`config.mk`:
```
export PLATFORM = sky130hd
export DESIGN_NAME = serial_compare_ctrl
export DESIGN_NICKNAME = d
export VERILOG_FILES = /design/src/rtl/serial_compare_ctrl.sv
export SDC_FILE = /design/constraint.sdc
export NUM_CORES = 1
export LEC_CHECK = 0
export BUFFER_PORTS_ARGS = -buffer_cell sky130_fd_sc_hd__buf_2
export CAP_MARGIN = 20
export CELL_PAD_IN_SITES_DETAIL_PLACEMENT = 0
export CELL_PAD_IN_SITES_GLOBAL_PLACEMENT = 1
export CORE_MARGIN = 1.5
export CORE_UTILIZATION = 44
export DETAILED_ROUTE_END_ITERATION = 10
export GPL_TIMING_DRIVEN = 0
export PLACE_DENSITY_LB_ADDON = 0.2
export SYNTH_ARGS = -nofsm -noshare
export SYNTH_HDL_FRONTEND = slang
export SYNTH_SLANG_ARGS = --single-unit
```
`constraint.sdc`:
```
create_clock -name clk -period 3 [get_ports clk]
set_input_delay 0.3 -clock clk [delete_from_list [all_inputs] [get_ports clk]]
set_output_delay 0.3 -clock clk [all_outputs]
set_load 0.01 [all_outputs]
```
`src/rtl/serial_compare_ctrl.sv`:
```
// serial_compare_ctrl
//   Control layer that lets a 1-bit compare cell serve WIDTH-bit unsigned
//   operands. Operands are taken through a valid/ready handshake, scanned
//   MSB-first one bit per clock, and the one-hot Lt/Gt/Eq result is held
//   behind a second valid/ready handshake until the consumer takes it.
//
//   Build option: define SERIAL_CMP_EARLY_EXIT_EN to stop the scan on the
//   first mismatching bit. When it is undefined, every comparison scans all
//   WIDTH bits, which gives constant latency. The result flags are the same
//   in both builds.
//
// Ports
//   clk          rising-edge clock
//   rst_n        asynchronous active-low reset
//   start_valid  operands on A/B are valid
//   start_ready  block can accept operands (IDLE only)
//   A, B         WIDTH-bit unsigned operands, captured on accept
//   res_valid    result flags valid
//   res_ready    consumer accepts the result
//   Lt, Gt, Eq   one-hot result: A<B, A>B, A==B
//   busy         high while scanning or holding a result
module serial_compare_ctrl #(
  parameter int WIDTH = 8
) (
  input  logic             clk,
  input  logic             rst_n,
  input  logic             start_valid,
  output logic             start_ready,
  input  logic [WIDTH-1:0] A,
  input  logic [WIDTH-1:0] B,
  output logic             res_valid,
  input  logic             res_ready,
  output logic             Lt,
  output logic             Gt,
  output logic             Eq,
  output logic             busy
);

  localparam int IDXW = (WIDTH > 1) ? $clog2(WIDTH) : 1;
  localparam logic [IDXW-1:0] LAST_IDX = IDXW'(WIDTH - 1);

  typedef enum logic [1:0] {IDLE, SCAN, DONE} state_t;

  state_t           r_state;
  state_t           w_nextState;

  logic [WIDTH-1:0] r_a;
  logic [WIDTH-1:0] r_b;
  logic [IDXW-1:0]  r_idx;
  logic             r_lt;
  logic             r_gt;
  logic             r_resLt;
  logic             r_resGt;
  logic             r_resEq;

  logic             w_accept;
  logic             w_consume;
  logic             w_cellLt;
  logic             w_cellGt;
  logic             w_newLt;
  logic             w_newGt;
  logic             w_scanEnd;

  assign w_accept  = (r_state == IDLE) && start_valid;
  assign w_consume = (r_state == DONE) && res_ready;

  // The operand registers shift left each scan cycle, so the bit at the
  // current index always sits in the MSB position. This keeps the 1-bit
  // cell on a fixed tap instead of a WIDTH-way mux.
  assign w_cellGt = r_a[WIDTH-1] & ~r_b[WIDTH-1];
  assign w_cellLt = ~r_a[WIDTH-1] & r_b[WIDTH-1];

  // Sticky flags: only the first (most significant) mismatch is recorded.
  assign w_newGt = r_gt | (~(r_lt | r_gt) & w_cellGt);
  assign w_newLt = r_lt | (~(r_lt | r_gt) & w_cellLt);

`ifdef SERIAL_CMP_EARLY_EXIT_EN
  assign w_scanEnd = (r_idx == '0) || w_cellGt || w_cellLt;
`else
  assign w_scanEnd = (r_idx == '0);
`endif

  // State register
  always_ff @(posedge clk or negedge rst_n) begin
    if (!rst_n) begin
      r_state <= IDLE;
    end else begin
      r_state <= w_nextState;
    end
  end

  // Next-state logic. A result hand-off and a new start never share a
  // cycle: DONE always returns to IDLE first.
  always_comb begin
    w_nextState = r_state;
    case (r_state)
      IDLE:    if (w_accept)  w_nextState = SCAN;
      SCAN:    if (w_scanEnd) w_nextState = DONE;
      DONE:    if (w_consume) w_nextState = IDLE;
      default: w_nextState = IDLE;
    endcase
  end

  // Outputs decode only registered state, so no input reaches an output
  // combinationally.
  always_comb begin
    start_ready = (r_state == IDLE);
    busy        = (r_state != IDLE);
    res_valid   = (r_state == DONE);
    Lt          = r_resLt;
    Gt          = r_resGt;
    Eq          = r_resEq;
  end

  // Datapath: operand capture, bit scan and result registration.
  always_ff @(posedge clk or negedge rst_n) begin
    if (!rst_n) begin
      r_a     <= '0;
      r_b     <= '0;
      r_idx   <= LAST_IDX;
      r_lt    <= 1'b0;
      r_gt    <= 1'b0;
      r_resLt <= 1'b0;
      r_resGt <= 1'b0;
      r_resEq <= 1'b0;
    end else begin
      case (r_state)
        IDLE: begin
          if (w_accept) begin
            r_a   <= A;
            r_b   <= B;
            r_idx <= LAST_IDX;
            r_lt  <= 1'b0;
            r_gt  <= 1'b0;
          end
        end
        SCAN: begin
          r_lt <= w_newLt;
          r_gt <= w_newGt;
          r_a  <= r_a << 1;
          r_b  <= r_b << 1;
          if (w_scanEnd) begin
            r_resLt <= w_newLt;
            r_resGt <= w_newGt;
            r_resEq <= ~(w_newLt | w_newGt);
          end else begin
            // Scan ends at index 0, so this never wraps.
            r_idx <= r_idx - IDXW'(1);
          end
        end
        DONE: begin
          if (w_consume) begin
            r_resLt <= 1'b0;
            r_resGt <= 1'b0;
            r_resEq <= 1'b0;
          end
        end
        default: begin
          r_resLt <= 1'b0;
          r_resGt <= 1'b0;
          r_resEq <= 1'b0;
        end
      endcase
    end
  end

endmodule

```
* Word-level counts from Yosys, hierarchy flattened
Cells that the tools add are included.
** Storage, ports and cells
- Bits in registers :: 26
** Operators by class
- $add $sub $neg :: 1
- Equality and inequality tests :: 6
- Muxes and demuxes :: 21
- Bitwise gates (word level) :: 13
- Reduce and logical (&&, ||, !) cells :: 10
** Operators with widths (number)
- 8-bit case mux with 2 select lines :: 2
- 8-bit 2-to-1 mux :: 2
- 1-bit case mux with 3 select lines :: 3
- 3-bit AND reduction :: 3
- 2-bit 2-to-1 mux :: 3
- 3-bit 2-to-1 mux :: 2
- 2-bit case mux with 3 select lines :: 1
- 3-bit case mux with 2 select lines :: 1
- 1-bit 2-to-1 mux :: 5
- 1-bit inverter :: 5
- 1-bit bitwise AND :: 4
- 2-bit by 1-bit inequality test with 1-bit output (second input constant) :: 2
- 2-bit inequality test (second input constant) :: 2
- 1-bit bitwise OR :: 4
- 1-bit case mux with 2 select lines :: 2
- 2-bit nonzero test :: 2
- 3-bit zero test :: 1
- 3-bit by 1-bit subtractor with 3-bit output (second input constant) :: 1
- 2-bit by 1-bit equality test with 1-bit output (second input constant) :: 1
- 2-bit equality test (second input constant) :: 1
- 1-bit logical AND :: 2
- 2-bit zero test :: 1
- 2-bit AND reduction :: 1

* Longest topological paths before layout
Gate-level depths: netlist of the first run.
- Depth in word-level cells :: 8
- Gate-level depth with buffers :: 6
- Mapped depth without buffers :: 6

* Least setup slack after synthesis of the first run
Ideal clock, no wire load.
- Kind :: register to register
- Start :: register r_idx[0]
- End :: register r_idx[2]
- Data arrival time :: 1614 ps
- Path slack :: 1304 ps
- Stages on the path, launching flop included :: 7
- Path through :: dfstp_2 -> inv_1 -> ha_1 -> ha_1 -> nand2b_1 -> a21oi_2 -> mux2_2
** On the way
- Cells in the longest elaborated chain, start to end :: 3
- Elaborated cells between the ends (all ways) :: 6
- Those cells by class :: 1 x add/sub; 1 x eq/ne; 2 x mux; 2 x reduce/logical
** RTL lines
- start: declaration :: RTL line 49 : logic [IDXW-1:0] r_idx;
- start signal: assignment :: RTL line 148 : r_idx <= r_idx - IDXW'(1);
- 3-bit by 1-bit subtractor with 3-bit output or 3-bit zero test (tied branches) :: RTL line 148, 80
- 3-bit 2-to-1 mux or 2-bit inequality test (tied branches)
- 3-bit case mux with 2 select lines or 3-bit AND reduction (tied branches)
Parallel ways exist; a longest one is shown, timed or not. The select of a mux whose other input is x is not followed.
A chain may end at the register's enable or synchronous reset.

* Worst setup path after layout of the first run
Ends and elaborated chain as after synthesis.

==> results of run 1 <==
-- cells in the mapped netlist --
library cell / n / area (µm²)
ha_1: 2 / 25.02
buf_6: 3 / 33.78
xor2_1: 1 / 8.760
o22ai_1: 2 / 12.51
nor2b_2: 2 / 17.52
mux2_1: 1 / 11.26
a21oi_1: 3 / 15.01
nand3_1: 1 / 5.000
a21oi_2: 1 / 8.760
inv_1: 7 / 26.28
nor2_1: 5 / 18.77
or2_1: 1 / 6.260
buf_4: 1 / 7.510
dfrtp_1: 23 / 575.6
nand2b_1: 3 / 18.77
nor2b_1: 2 / 12.51
o2bb2ai_1: 2 / 17.52
o21ai_1: 17 / 85.08
a31oi_1: 1 / 6.260
buf_12: 1 / 20.02
dfstp_2: 3 / 78.83
mux2_2: 1 / 11.26
mux2i_1: 14 / 140.1
buf_2: 2 / 10.01
nor4_1: 1 / 6.260
nand2_1: 20 / 75.07
a21bo_1: 1 / 10.01
a2bb2oi_1: 1 / 8.760
-- per-stage QoR --
step / worst slack [ns] / hold slack (ns) / power, W / utilization, %
2_1_floorplan: 1.304 / 0.004409 / 0.001029 / -
3_3_place_gp: 1.208 / 0.3321 / 0.001165 / 52.09
3_5_place_dp: 1.172 / 0.3373 / 0.001193 / 52.09
4_1_cts: 1.150 / 0.1896 / 0.001375 / 53.77
5_1_grt: 1.027 / 0.1867 / 0.001470 / 53.77
6_report: 1.170 / 0.1973 / 0.001352 / 53.77
-- power groups by stage --
stage	combinational (W)	sequential [W]	clock [W]
2_1_floorplan	0.000440	0.000589	0
3_3_place_gp	0.000570	0.000594	0
3_5_place_dp	0.000590	0.000603	0
4_1_cts	0.000591	0.000595	0.000189
5_1_grt	0.000655	0.000615	0.000199
6_report	0.000579	0.000594	0.000179
-- flip-flops by register name, summed over array words and instances, names as in the netlist --
register,flops
Eq,1
Gt,1
r_b,8
r_idx,3
r_state,2
r_gt,1
r_a,8
r_lt,1
Lt,1
-- path summary, 6_finish.rpt --
kind / from / end / slack [ns] / cells past startpoint
worst max register to register: r_idx[0] / r_idx[2] / 1.17 / 6
worst max-delay path: r_idx[0] / r_idx[2] / 1.17 / 6
worst min register to register: r_b[0] / r_b[0] / 0.49 / 2
worst min-delay path: B[0] / r_b[0] / 0.20 / 3
min in group asynchronous: rst_n / Eq / 0.48 / 2
max in group asynchronous: rst_n / r_a[4] / 2.13 / 2
-- repair_timing --
action                                  CTS  global route
hold buffers                              1             0
endpoints found under the hold margin    23             0
endpoints found under the setup margin    0             0
-- area by class of cell --
type                       instances  area (µm²)
buffer                             7       71.32
clock buffer                       4       36.28
fill                             259        1275
inverter                           7       26.28
multi-input combinational         82       520.5
sequential                        26       654.4
tap                               31       38.79
timing repair buffer              26       135.1
-- layout by cell type, fill, tap and decap left out, drive strengths merged --
| cell type | Yosys | layout |
|---|---|---|
| a21bo | 1 | 1 |
| a21oi | 4 | 4 |
| a2bb2oi | 1 | 1 |
| a31oi | 1 | 1 |
| buf | 7 | 32 |
| clkbuf | 0 | 4 |
| dfrtp | 23 | 23 |
| dfstp | 3 | 3 |
| dlygate4sd3 | 0 | 1 |
| ha | 2 | 2 |
| inv | 7 | 7 |
| mux2 | 2 | 2 |
| mux2i | 14 | 14 |
| nand2 | 20 | 20 |
| nand2b | 3 | 3 |
| nand3 | 1 | 1 |
| nor2 | 5 | 5 |
| nor2b | 4 | 4 |
| nor4 | 1 | 1 |
| o21ai | 17 | 17 |
| o22ai | 2 | 2 |
| o2bb2ai | 2 | 2 |
| or2 | 1 | 1 |
| xor2 | 1 | 1 |
-- layer usage --
| metal | share of wire (%) | routed length, µm | up-vias |
|---|---|---|---|
| met1 | 48 | 1128 | 440 |
| met5 | 0 | 0 | - |
| met4 | 1.6 | 38 | 0 |
| met2 | 47 | 1098 | 20 |
| met3 | 4.0 | 94 | 5 |
| li1 | - | - | 471 |
-- worst register-to-register path, delay by kind of cell (launching register included) --
| family | cells | cell delay, ns |
|---|---|---|
| simple gates | 1 | 0.17 |
| buf+inv | 1 | 0.05 |
| compound gates | 1 | 0.21 |
| flops | 1 | 0.55 |
| fa+ha+maj | 2 | 0.43 |
| mux | 1 | 0.36 |
-- kinds of logic after synthesis --
family	synth area share, %
fa+ha+maj	1.966
compound gates	12.88
simple gates	12.59
xor+xnor	0.6884
flops	51.43
mux	12.78
buf+inv	7.670
==> key figures, run 1 <==
Clock tree
  • Number of CTS-inserted buffers: 3
  • Root buffer cell: clkbuf_4
  • CTS clk-pin slew, worst paths: ~0.14 ns
  • PostCTS Resize Cnt: 0
  • Worst-Skew Late Latency: about 0.32 ns
  • Setup Buffers After CTS: 0
  • Clock sinks: 26
  • TritonCTS clock tree: done
  • Max Root-Sink Buffers: 2
  • Htree depth: 1

GRT
  • First-pass GRT wire length: ~4000 µm
  • Vias in the first global route: 923
  • Aggregate global routing overflow: 0
  • Initial antenna violation count: 0
  • GR peak layer: met2
  • Met1 global-route usage: ~22%
  • Largest net degree at the start of global routing: 27
  • All-layer global routing usage: between 10% and 20%
  • Grt met3 use: about 2.1%
  • Global routing usage on met2: between 20% and 30%

STA
  • Final setup vio count: 0
  • Clk_skew: approximately 0.0066 ns
  • Worst-Margin Slew: 0.5766 ns
  • Setup TNS Final: 0 ns
  • Period Utilization, post-route: roughly three fifths
  • Slew Viols, Final: 0
  • Fmax: between 500 and 600 MHz
  • Worst relative slew slack: roughly 62%
  • RSZ-0062 raised after global routing: false
  • Final hold vios: 0
  • Post-route minimum period: approximately 1.8 ns

Setup path
  • CP Data Arrival Time: between 2 and 2.5 ns
  • Worst path most repeated cell: ha_1
  • Buf/Inv on CP: 1
  • Setup crit start kind: register
  • CP max stage cell: dfstp_2
  • WP data required: 3.27 ns
  • Worst path cell trace: inv_1, ha_1, ha_1, nand2b_1, a21oi_2, mux2_2
  • Max incr delay on CP: 0.55 ns
  • CP endpoint kind: register
  • Critical-path maximum fanout: 5
  • CP delay by family, top: flip-flops
  • Setup CP Type: register to register

Logic synthesis
  • Sequential area share after synthesis: 51.43%
  • Post-synth cell types: 28
  • Syn nets: ~140
  • Yosys warns: 0
  • Syn Inst Count: ~120
  • Flops & latches, synth: 26
  • Syn avg cell area: between 10 and 15 µm²
  • Post-Syn Area: ~1300 µm²

Power and ir drop
  • Combinational power share: between 40% and 50%
  • P_leak: ~0.76 nW
  • Internal power: ~0.00085 W
  • Clock share of power: between 10% and 20%
  • Flop pwr share: 43.9%
  • Max VDD drop: 431.7 µV
  • Power Dens Cells: ~910 nW/µm²
  • Switching share of power: a little under two fifths
  • Net Sw Power: ~0.0005 W

Routing
  • Via count: roughly 940
  • First-pass DRT Iterations: 5
  • DR WL/cell: around 13 µm
  • Remaining DRCs: 0
  • Vias per inst: 5.115
  • WL final: 2360 µm
  • Initial DRC Count: 28
  • Routed Antenna Nets: 0

Place
  • Dpl cells: around 180
  • Post-DP HPWL: roughly 1700 µm
  • IO buf count: 25
  • Final RePlAce weighted congestion: 0.7167
  • Dpl cell area: about 1400 µm²

Die
  • Die Footprint: roughly 3200 µm²
  • Std-Cell Core Area: ~2800 µm²
  • Starting density of the core: ~46%
  • Die width: approximately 57 µm
  • Top-Level Pins: 26
  • DIE HEIGHT: between 50 and 60 µm
  • Rows: 19

Finish
  • Finished Layout Cells: approximately 180
  • Antenna diode count: 0
  • Fin area: 1483 µm²
  • Final nets: ~180
  • Area delta synth->final: 16.52%
  • Layout cells sized above 1: around 28%

Run status
  • Status: complete, no violations

Job
  • MaxCap Viol Count: 0

Hold path
  • HP Class: input pin to register
No activity file was read; power rests on OpenSTA's default activity.
==> inputs of run 2 (changes only) <==
CORE_UTILIZATION = 41   (was 44)
clock period = 1.9 ns   (was 3 ns; I/O delays follow)
==> run 2 against run 1 <==
Sequential share of layout area is 0.30 points lower; non-clock buffer count is 1 higher; register-to-register slack worse by 1.1 ns; clock skew is 0.0019 ns lower; maximum frequency is 2.5% higher; global-route usage hardly changed; die area is 6.9% higher; final area is 0.68% higher; utilization is 4.1 points lower; largest power group is now combinational cells.
==> key figures, run 2 (same netlist as run 1, synthesis figures left out) <==
Job
  • MaxCap Viol Count: 0 (unchanged)

Finish
  • Layout cells sized above 1: 28.76% (+0.47 points)
  • Area delta synth->final: 17.31%
  • Antenna diode count: 0 (unchanged)
  • Fillers: 293 (+13%)
  • Fin area: 1493 µm² (+0.68%)
  • Most frequent cells in the layout: buf_2 (27), dfrtp_1 (23), nand2_1 (20)
  • Top flop regs: r_a x8, r_b x8, r_idx x3
  • Final nets: 176 (+0.57%)
  • Commonest non-fill, non-tap cell in the layout: buf_2

Power and ir drop
  • Power Dens Cells: 1451 nW/µm² (+59%)
  • P_leak: 0.7684 nW (+0.58%)
  • Max VDD drop: 583.2 µV (+35%)

Setup path
  • Setup CP Type: register to register
  • CP endpoint kind: register
  • WP data required: 2.17 ns (-1.10 ns)
  • Critical-path maximum fanout: 5 (unchanged)
  • CP Data Arrival Time: 2.05 ns (-0.05 ns)
  • Setup crit start kind: register

Clock tree
  • TritonCTS clock tree: done
  • Clock sinks: 26 (unchanged)
  • Htree depth: 1 (unchanged)
  • Number of CTS-inserted buffers: 3 (unchanged)
  • Root buffer cell: clkbuf_4
  • Worst-Skew Late Latency: 0.32 ns (about the same)
  • Max Root-Sink Buffers: 2 (unchanged)
  • PostCTS Resize Cnt: 0 (unchanged)
  • CTS clk-pin slew, worst paths: 0.15 ns (about the same)

Die
  • Top-Level Pins: 26 (unchanged)
  • Die width: 58.71 µm (+3.4%)
  • Rows: 20 (+1)
  • DIE HEIGHT: 58.71 µm (+3.4%)
  • Die Footprint: 3447 µm² (+6.9%)
  • Std-Cell Core Area: 3003 µm² (+8.9%)
  • Starting density of the core: 42.37% (-3.8 points)

STA
  • Clk_skew: 0.004710 ns (-0.001867 ns)
  • Setup TNS Final: 0 ns (unchanged)
  • Slew Viols, Final: 0 (unchanged)
  • Worst relative slew slack: 60.85% (-0.72 points)
  • Period Utilization, post-route: 93.97% (+33 points)
  • Worst-Margin Slew: 0.5873 ns (+0.01073 ns)
  • Final hold vios: 0 (unchanged)
  • Fmax: 560.1 MHz (+2.5%)
  • Post-route minimum period: 1.786 ns (-0.04435 ns)
  • Setup ws final: 0.1145 ns (-1.056 ns)
  • Final setup vio count: 0 (unchanged)
  • RSZ-0062 raised after global routing: false

Place
  • IO buf count: 25 (unchanged)
  • Dpl cell area: 1439 µm² (+0.17%)
  • Pre-CTS setup slack: 0.09107 ns (-1.081 ns)
  • Post-DP HPWL: 1754 µm (+1.7%)
  • Final RePlAce weighted congestion: 0.6889 (-3.9%)

GRT
  • All-layer global routing usage: 16.15% (about the same)
  • Vias in the first global route: 953 (+3.3%)
  • Initial antenna violation count: 0 (unchanged)
  • Largest net degree at the start of global routing: 27 (unchanged)
  • First-pass GRT wire length: 4209 µm (+4.6%)
  • Aggregate global routing overflow: 0 (unchanged)

Run status
  • Status: complete, no violations

Hold path
  • HP Class: input pin to register

Routing
  • Routed Antenna Nets: 0 (unchanged)
  • WL final: 2418 µm (+2.5%)
  • First-pass DRT Iterations: 4 (-1)
  • DR WL/cell: 13.00 µm (+0.81%)
  • Initial DRC Count: 23 (-18%)
  • Via count: 936 (unchanged)
  • Vias per inst: 5.032 (-1.6%)
  • Remaining DRCs: 0 (unchanged)
==> run 2: cell count changes in the layout (fill, tap and decap cells not counted) <==
cell,change
buf_4,+1
==> run 2: area by class of cell <==
cell class | instances | area (µm²) | area share [%]
Sequential cell | 26 | 654.4 | 43.84
Multi-Input combinational cell | 82 | 520.5 | 34.87
Timing Repair Buffer | 27 | 142.6 | 9.556
Buffer | 7 | 71.32 | 4.778
Tap cell | 33 | 41.29 | 2.766
Clock buffer | 4 | 36.28 | 2.431
Inverter | 7 | 26.28 | 1.760
==> run 2: per-layer routing <==
metal | global-route usage [%] | part of all wire, %
met5 | 0 | 0
met4 | 7.468 | 0.87
met3 | 2.198 | 2.5
met2 | 25.52 | 46
met1 | 22.17 | 51
==> run 2: path summary, 6_finish.rpt <==
kind | depth (start not counted) | from | slack [ns] | to
max | 6 | r_idx[0] | 0.11 | r_idx[2]
min | 3 | B[0] | 0.09 | r_b[0]
max reg2reg | 6 | r_idx[0] | 0.11 | r_idx[2]
min reg2reg | 2 | r_b[0] | 0.50 | r_b[0]
max in group asynchronous | 2 | rst_n | 1.14 | r_idx[1]
min in group asynchronous | 2 | rst_n | 0.38 | r_state[1]
==> run 2: worst max-delay path: stages (launching register included) <==
cell      delay, ns
dfstp_2        0.56
inv_1          0.05
ha_1           0.19
ha_1           0.23
nand2b_1       0.17
a21oi_2        0.19
mux2_2         0.35
==> run 2: repair_timing <==
action	in CTS	in global routing
hold buffers	1	0
buffers inserted	0	1
hold endpoints to repair	23	0
setup endpoints to repair	0	1
==> run 2: report_power, final <==
group	leakage (nW)	internal, W	total [W]	switching, W
combinational	0.423	0.000439	0.000946	0.000507
sequential	0.325	0.000803	0.000932	0.000129
clock	0.0210	0.000117	0.000288	0.000171
==> run 2: per-stage QoR <==
step	instances	util (%)	total power (W)	hold slack, ns
after floorplan	122	-	0.001624	-0.1056
after global placement	180	47.92	0.001846	0.2227
after detailed placement	180	47.92	0.001882	0.2272
after CTS	185	49.46	0.002172	0.07769
after global routing	186	49.71	0.002356	0.1042
final	186	49.71	0.002167	0.08769
